File: src/rtl/writeback_sequencer.sv
// Writeback sequencer: serialises one ALU/LUI/load operation at a time, fetching
// load data over a req/ready handshake and issuing a single-cycle register write.
module writeback_sequencer #(
    parameter int DATA_W  = 32,
    parameter int REG_AW  = 5,
    parameter int TIMEOUT = 16
) (
    input  logic              clk,
    input  logic              reset,
    input  logic              start,
    input  logic [2:0]        op,
    input  logic [REG_AW-1:0] dest,
    input  logic [15:0]       immediate,
    input  logic [DATA_W-1:0] alu_result,
    output logic              mem_req,
    output logic [DATA_W-1:0] mem_addr,
    input  logic              mem_ready,
    input  logic [DATA_W-1:0] mem_rdata,
    output logic              wb_en,
    output logic [REG_AW-1:0] wb_addr,
    output logic [DATA_W-1:0] wb_data,
    output logic              busy,
    output logic              done,
    output logic              err
);

    localparam logic [1:0] S_IDLE = 2'd0;
    localparam logic [1:0] S_REQ  = 2'd1;
    localparam logic [1:0] S_WB   = 2'd2;
    localparam logic [1:0] S_ERR  = 2'd3;

    localparam logic [2:0] OP_ALU  = 3'b000;
    localparam logic [2:0] OP_LUI  = 3'b001;
    localparam logic [2:0] OP_LW   = 3'b010;
    localparam logic [2:0] OP_LH   = 3'b011;
    localparam logic [2:0] OP_LHU  = 3'b100;
    localparam logic [2:0] OP_LB   = 3'b101;
    localparam logic [2:0] OP_LBU  = 3'b110;
    localparam logic [2:0] OP_RSVD = 3'b111;

    localparam int CNT_W = $clog2(TIMEOUT + 1);
    localparam logic [CNT_W-1:0] CNT_LAST = CNT_W'(TIMEOUT - 1);

    logic [1:0]        state;
    logic [2:0]        op_q;
    logic [REG_AW-1:0] dest_q;
    logic [1:0]        addr_lo_q;
    logic [CNT_W-1:0]  cnt;

    logic              misaligned;
    logic [15:0]       half_sel;
    logic [7:0]        byte_sel;
    logic [DATA_W-1:0] load_data;

    // Alignment is judged on the live inputs so a bad load never raises mem_req.
    always_comb begin
        misaligned = 1'b0;
        if (op == OP_LW && alu_result[1:0] != 2'b00)
            misaligned = 1'b1;
        if ((op == OP_LH || op == OP_LHU) && alu_result[0])
            misaligned = 1'b1;
    end

    always_comb begin
        half_sel = addr_lo_q[1] ? mem_rdata[31:16] : mem_rdata[15:0];
        case (addr_lo_q)
            2'd0:    byte_sel = mem_rdata[7:0];
            2'd1:    byte_sel = mem_rdata[15:8];
            2'd2:    byte_sel = mem_rdata[23:16];
            default: byte_sel = mem_rdata[31:24];
        endcase
        case (op_q)
            OP_LH:   load_data = {{16{half_sel[15]}}, half_sel};
            OP_LHU:  load_data = {16'h0000, half_sel};
            OP_LB:   load_data = {{24{byte_sel[7]}}, byte_sel};
            OP_LBU:  load_data = {24'h000000, byte_sel};
            default: load_data = mem_rdata;
        endcase
    end

    always_ff @(posedge clk or posedge reset) begin
        if (reset) begin
            state     <= S_IDLE;
            op_q      <= '0;
            dest_q    <= '0;
            addr_lo_q <= '0;
            cnt       <= '0;
            mem_req   <= 1'b0;
            mem_addr  <= '0;
            wb_en     <= 1'b0;
            wb_addr   <= '0;
            wb_data   <= '0;
            busy      <= 1'b0;
            done      <= 1'b0;
            err       <= 1'b0;
        end else begin
            wb_en <= 1'b0;
            done  <= 1'b0;
            err   <= 1'b0;
            case (state)
                S_IDLE: begin
                    if (start) begin
                        op_q      <= op;
                        dest_q    <= dest;
                        addr_lo_q <= alu_result[1:0];
                        busy      <= 1'b1;
                        if (op == OP_ALU || op == OP_LUI) begin
                            state   <= S_WB;
                            wb_en   <= (dest != '0);
                            wb_addr <= dest;
                            wb_data <= (op == OP_LUI) ? {immediate, 16'h0000} : alu_result;
                            done    <= 1'b1;
                        end else if (op == OP_RSVD || misaligned) begin
                            state <= S_ERR;
                            done  <= 1'b1;
                            err   <= 1'b1;
                        end else begin
                            state    <= S_REQ;
                            mem_req  <= 1'b1;
                            mem_addr <= {alu_result[DATA_W-1:2], 2'b00};
                            cnt      <= '0;
                        end
                    end
                end
                S_REQ: begin
                    if (mem_ready) begin
                        state   <= S_WB;
                        mem_req <= 1'b0;
                        cnt     <= '0;
                        wb_en   <= (dest_q != '0);
                        wb_addr <= dest_q;
                        wb_data <= load_data;
                        done    <= 1'b1;
                    end else if (cnt == CNT_LAST) begin
                        // TIMEOUT request cycles have elapsed without a ready.
                        state   <= S_ERR;
                        mem_req <= 1'b0;
                        cnt     <= '0;
                        done    <= 1'b1;
                        err     <= 1'b1;
                    end else begin
                        cnt <= cnt + 1'b1;
                    end
                end
                default: begin
                    state <= S_IDLE;
                    busy  <= 1'b0;
                end
            endcase
        end
    end

endmodule

File: config.mk
export PLATFORM = sky130hd
export DESIGN_NAME = writeback_sequencer
export DESIGN_NICKNAME = d
export VERILOG_FILES = /design/src/rtl/writeback_sequencer.sv
export SDC_FILE = /design/constraint.sdc
export NUM_CORES = 1
export LEC_CHECK = 0
export CAP_MARGIN = 20
export CORE_MARGIN = 3
export CORE_UTILIZATION = 25
export DETAILED_ROUTE_END_ITERATION = 10
export GPL_ROUTABILITY_DRIVEN = 0
export SYNTH_ARGS = -nofsm -noshare
export SYNTH_HDL_FRONTEND = slang
export SYNTH_SLANG_ARGS = --single-unit
File: constraint.sdc
create_clock -name clk -period 3.2 [get_ports clk]
set_clock_uncertainty 0.05 [all_clocks]
set_input_delay 0.64 -clock clk [delete_from_list [all_inputs] [get_ports clk]]
set_output_delay 0.64 -clock clk [all_outputs]
set_load 0.02 [all_outputs]
After elaboration in Yosys (flattened, before gate mapping)
Index checks and enable logic that the tools add are counted.
{"block": "op_classes", "bitwise": 3, "add_sub_neg": 1, "n_div": 0, "muxes": 48, "eq_ne": 19, "n_shift": 0, "mul": 0, "reduce_logical": 19, "magnitude_cmp": 0}
{"operator": "$mux 32", "n": 4}
{"operator": "$pmux 32 s4", "n": 1}
{"operator": "$pmux 32 s2", "n": 1}
{"operator": "$mux 5", "n": 8}
{"operator": "$pmux 8 s3", "n": 1}
{"operator": "$pmux 5 s2", "n": 2}
{"operator": "$mux 1", "n": 19}
{"operator": "$mux 16", "n": 1}
{"operator": "$eq 3x3->1 const B", "n": 5}
{"operator": "$reduce_and 4->1", "n": 3}
{"operator": "$mux 2", "n": 5}
{"operator": "$ne 2x2->1 const B", "n": 5}
{"operator": "$pmux 1 s2", "n": 5}
{"operator": "$reduce_bool 5->1", "n": 2}
{"operator": "$eq 3x2->1 const B", "n": 3}
{"operator": "$reduce_and 2->1", "n": 3}
{"operator": "$add 5x1->5 const B", "n": 1}
{"operator": "$eq 5x4->1 const B", "n": 1}
{"operator": "$reduce_and 5->1", "n": 1}
{"operator": "$eq 2x1->1 const B", "n": 2}
{"operator": "$logic_not 2->1", "n": 2}
{"operator": "$pmux 2 s2", "n": 1}
{"operator": "$reduce_bool 2->1", "n": 2}
{"operator": "$eq 3x1->1 const B", "n": 1}
{"operator": "other kinds (6)", "n": 11}
{"block": "word_totals", "ram_bits": 0, "elab_cells": 103, "register_bits": 89, "n_memories": 0, "inputBits": 92, "romBits": 0, "latchBits": 0}

Logic depth before layout (Yosys ltp)
{"block": "depth", "word_depth": 9, "ltp_mapped": 8, "depth_no_buf": 5}

Worst setup path before layout
No wires, ideal clock.
{"block": "synth_path", "kind": "input to register", "startpoint": "input port op[1]", "endpoint": "register wb_data[10]", "cell_stages": 5, "setup_ps": 119, "path_slack_ps": 989, "path_buffers": 1, "t_arrival_ps": 2042, "t_required_ps": 3031, "path_cell_list": "buf_2 or4b_4 a21o_1 a311o_4 o21a_1"}
{"block": "synth_via", "elab_chain_cells": 5, "word_cells_on_any_way": 9, "classes_between": "2 x eq/ne; 4 x mux; 3 x reduce/logical"}
{"element": "start: declaration", "line_no": "11", "rtl": "input logic [2:0] op,"}
{"element": "$eq 3x1->1", "line_no": "107, 111"}
{"element": "$mux 32", "line_no": "111", "rtl": "wb_data <= (op == OP_LUI) ? {immediate, 16'h0000} : alu_result;"}
{"element": "$mux 32", "line_no": "107", "rtl": "if (op == OP_ALU || op == OP_LUI) begin"}
{"element": "$mux 32", "line_no": "102", "rtl": "if (start) begin"}
{"element": "$pmux 32 s2", "line_no": "100", "rtl": "case (state)"}
{"element": "end signal: assignment", "line_no": "111"}
{"element": "end signal: assignment", "line_no": "132", "rtl": "wb_data <= load_data;"}
{"element": "end: declaration", "line_no": "21", "rtl": "output logic [DATA_W-1:0] wb_data,"}
Several ways; a longest one is shown, not always the timed one. The select of a mux whose other input is x is not followed.
A chain may end at the register's enable or synchronous reset.

Worst setup path after layout
{"block": "layout_path", "startpoint": "register op_q[2]", "endpoint": "register wb_data[3]"}
{"block": "layout_via", "elab_chain_cells": 4, "word_cells_on_any_way": 7, "classes_between": "4 x eq/ne; 3 x mux"}
{"element": "start: declaration", "line_no": "45", "rtl": "logic [2:0] op_q;"}
{"element": "start signal: assignment", "line_no": "103", "rtl": "op_q <= op;"}
{"element": "$eq 3x3->1 / $eq 3x2->1 (equally long branches)", "line_no": "72", "rtl": "case (op_q)"}
{"element": "$pmux 32 s4 (*)", "line_no": "72"}
{"element": "$mux 32 (*)", "line_no": "126", "rtl": "if (mem_ready) begin"}
{"element": "$pmux 32 s2 (*)", "line_no": "100"}
Mark *: on every way between the ends. The rest lies on a longest branch, timed or not. The select of a mux whose other input is x is not followed.

==> flow_metrics.tcl <==
set metrics [dict create \
    synth_cell_types 45 \
    drc 0 \
    root_buffer "clkbuf_16" \
    path_delay_family "compound AO/OA/AOI/OAI gates" \
    irDropWorstVdd_mv 0.402 \
    place_inst 874 \
    crit_path_max_fanout 15 \
    setup_viol 0 \
    period_share_pct 81.0 \
    grt_setup_unrepaired "false" \
    io_buffers 163 \
    powerDensity_nw_per_um2 931 \
    cts_buffers 9 \
    diodes 0 \
    grt_antenna_before_repair 0 \
    power_frac_seq_pct 31.7 \
    critPathLaunch "op_q[2]$_DFFE_PP0P_" \
    fin_crit_ns 2.59 \
    p_int_w 0.00382 \
    yosys.area.top_type "dfrtp_1" \
    dp_hpwl_mm 12.5 \
    endpoint_kind "flip-flop" \
    grt-ovfl-total 0 \
    synth-main-ff-cell "dfrtp_1" \
    slowest_stage "dfrtp_1" \
    synthArstFlopShare_pct 100 \
    ys_warn_count 0 \
    max_freq_mhz 386 \
    hold_buffers 0 \
    grt_pass1_vias 4420 \
    drtIter0Drc 253 \
    r2r_start "op_q[2]$_DFFE_PP0P_" \
    fin_nets 749 \
    sw_frac_of_total_pct 40.4 \
    max_stage_delay_ns 0.65 \
    yosysSeqAreaShare_pct 47.0 \
    ys_seq_elements 89 \
    synth_cells 505 \
    dr.pass1.iters 4 \
    grt_use_total_pct 16.0 \
    clock_power_share_pct 17.3 \
    path_cells "and3b_1, a21oi_1, o21ai_0, a211oi_1, o31ai_1" \
    cts_setup_buffers 0 \
    power_switching_w 0.00260 \
    cts_tree "yes" \
    yosysTopAreaCellShare_pct 47.0 \
    synth_area_leaders "dfrtp_1, mux2_2, nand2_1, a21oi_1, a31oi_1" \
    clk_path_buf_depth 2 \
    clock_sinks 89 \
    syn_to_final_growth_pct 45.7 \
    fill_cells 1884 \
    worstHoldPathType "reg -> reg" \
    cts_resized 0 \
    row_count 49 \
    cp.required_ns 3.36 \
    grt_max_degree 49 \
    clock_latency_ns 0.35 \
    outcome "finished clean" \
    fin_tns_setup_ns 0 \
    cp.arrival_ns 2.76 \
    num_vias 4332 \
    wl_per_cell_um 18.6 \
    hold_start "mem_req$_DFFE_PP0P_" \
    worst-slew-pin-transition_ns 1.01 \
    p_leak_nw 2.81 \
    clkTransAtPathRegs_ns 0.07 \
    p_comb_share_pct 51.0 \
    final_cells 890 \
    avgSynthCellArea_sq_um 9.38 \
    die_y_um 144 \
    initial_utilization_pct 25.9 \
    pin_count 166 \
    synth_edf_count 0 \
    slew_headroom_pct 32.3 \
    vias_per_cell 4.87 \
    htreeDepth 3 \
    core_sq_um 18300 \
    crit_type "reg -> reg" \
    worstSetupStartpointType "flip-flop" \
    grt_pass1_wl_mm 25.2 \
    cap_violations 0 \
    slew_viol_final 0 \
    drive_gt1_share_pct 11.8 \
    crit_buf_inv 0 \
    mappedNetlistArea_sq_um 4740 \
    hold_viol 0 \
    wirelength_mm 16.5 \
    antenna_left 0 \
    die_w_um 144 \
    dieArea_sq_um 20600 \
]
## path summary, 6_finish.rpt
kind / cells past startpoint / endpoint / slack, ns
setup / recovery: 5 / wb_data[3]$_DFFE_PP0P_ / 0.61
hold / removal: 1 / mem_req$_DFFE_PP0P_ / 0.43
setup reg to reg: 5 / wb_data[3]$_DFFE_PP0P_ / 0.61
hold reg to reg: 1 / mem_req$_DFFE_PP0P_ / 0.43
max in group asynchronous: 3 / mem_addr[6]$_DFFE_PP0P_ / 1.75
min in group asynchronous: 2 / mem_addr[16]$_DFFE_PP0P_ / 0.67
## Yosys cell counts (2+ instances only)
master and count:
a211oi_1 7, a21o_1 9, a21oi_1 54, a21oi_2 2, a22oi_1 2, a31oi_1 30, and3_1 2, buf_2 15
buf_4 3, buf_6 2, clkbuf_1 16, dfrtp_1 89, inv_1 6, mux2_2 40, mux2i_1 12, nand2_1 95
nand2b_1 5, nand3_1 3, nor2_1 31, nor2b_1 5, o2111ai_1 7, o21a_1 9, o21ai_0 24, o22ai_1 2
o31ai_1 14, or4_1 2
## routing by layer
layer / routed length (um) / vias to the layer above / share of wire, % / track usage, %
li1: - / 2114 / - / -
met1: 7540 / 2047 / 46 / 21.4
met2: 7120 / 153 / 43 / 23.9
met3: 1510 / 18 / 9.1 / 6.29
met4: 333 / 0 / 2.0 / 5.05
met5: 0 / - / 0 / 0
## cell type report
cell class / instances / area [sq um] / share of cell area [%]
timing repair buffer: 175 / 1730 / 25.1
multi-input combinational: 375 / 2320 / 33.6
clock buffer: 12 / 256 / 3.72
clock inverter: 4 / 51.3 / 0.744
tap: 229 / 287 / 4.15
inverter: 6 / 25.0 / 0.363
sequential: 89 / 2230 / 32.3
## flip-flops by register name, indices dropped and copies added, names as in the netlist
name       count
addr_lo_q      2
busy           1
cnt            5
dest_q         5
done           1
err            1
mem_addr      30
mem_req        1
op_q           3
state          2
wb_addr        5
wb_data       32
wb_en          1
## placed cells by master, fill, tap and decap left out, drive strengths merged, types with 2 or more instances in the layout
cell type and n:
mux2i 12, or4 2, clkinv 2, a22oi 2, o21ai 24, a21oi 56, o22ai 2, nand3 3
o31ai 14, a21o 9, a31oi 30, and3 2, dfrtp 89, inv 6, nand2b 5, clkdlybuf4s50 163
nor2b 5, conb 2, o2111ai 7, a311o 2, a211oi 8, a21boi 2, o21a 9, clkbuf 12
mux2 40, nand2 95, nor2 31, buf 12
## power by group through the flow
stage / Sequential, W / Combinational [W] / Clock, W
floorplan: 0.00246 / 0.00142 / 0
detailed placement: 0.00205 / 0.00329 / 0
finish: 0.00203 / 0.00327 / 0.00111
global route: 0.00211 / 0.00356 / 0.00119
CTS: 0.00204 / 0.00331 / 0.00115
global placement: 0.00204 / 0.00328 / 0
## worst register-to-register path, stage by stage, from the launching register on
cell and delay, ns:
dfrtp_1 0.65, and3b_1 0.39, a21oi_1 0.59, o21ai_0 0.19
a211oi_1 0.47, o31ai_1 0.11
## cells by family (layout without fill, tap and decap cells)
kind of cell | Yosys count | count (layout) | synth area share (%)
simple gates | 149 | 149 | 13.4
compound gates | 170 | 170 | 22.7
other cells | 1 | 2 | 0.0792
mux | 52 | 52 | 12.0
flops | 89 | 89 | 47.0
xor+xnor | 1 | 1 | 0.185
buf+inv | 42 | 197 | 4.28
fa+ha+maj | 1 | 1 | 0.264
## stage by stage
step / setup WS, ns / hold slack [ns] / power [W] / utilization, % / cell area (sq um)
5_1_grt: 0.520 / 0.456 / 0.00686 / 37.8 / 6900
3_3_place_gp: 0.435 / 0.414 / 0.00532 / 36.1 / 6590
4_1_cts: 0.675 / 0.436 / 0.00650 / 37.8 / 6900
3_5_place_dp: 0.367 / 0.421 / 0.00534 / 36.1 / 6590
6_report: 0.608 / 0.429 / 0.00642 / 37.8 / 6900
2_1_floorplan: 0.203 / 0.403 / 0.00388 / - / 4740
(Power assumes the default switching activity.)
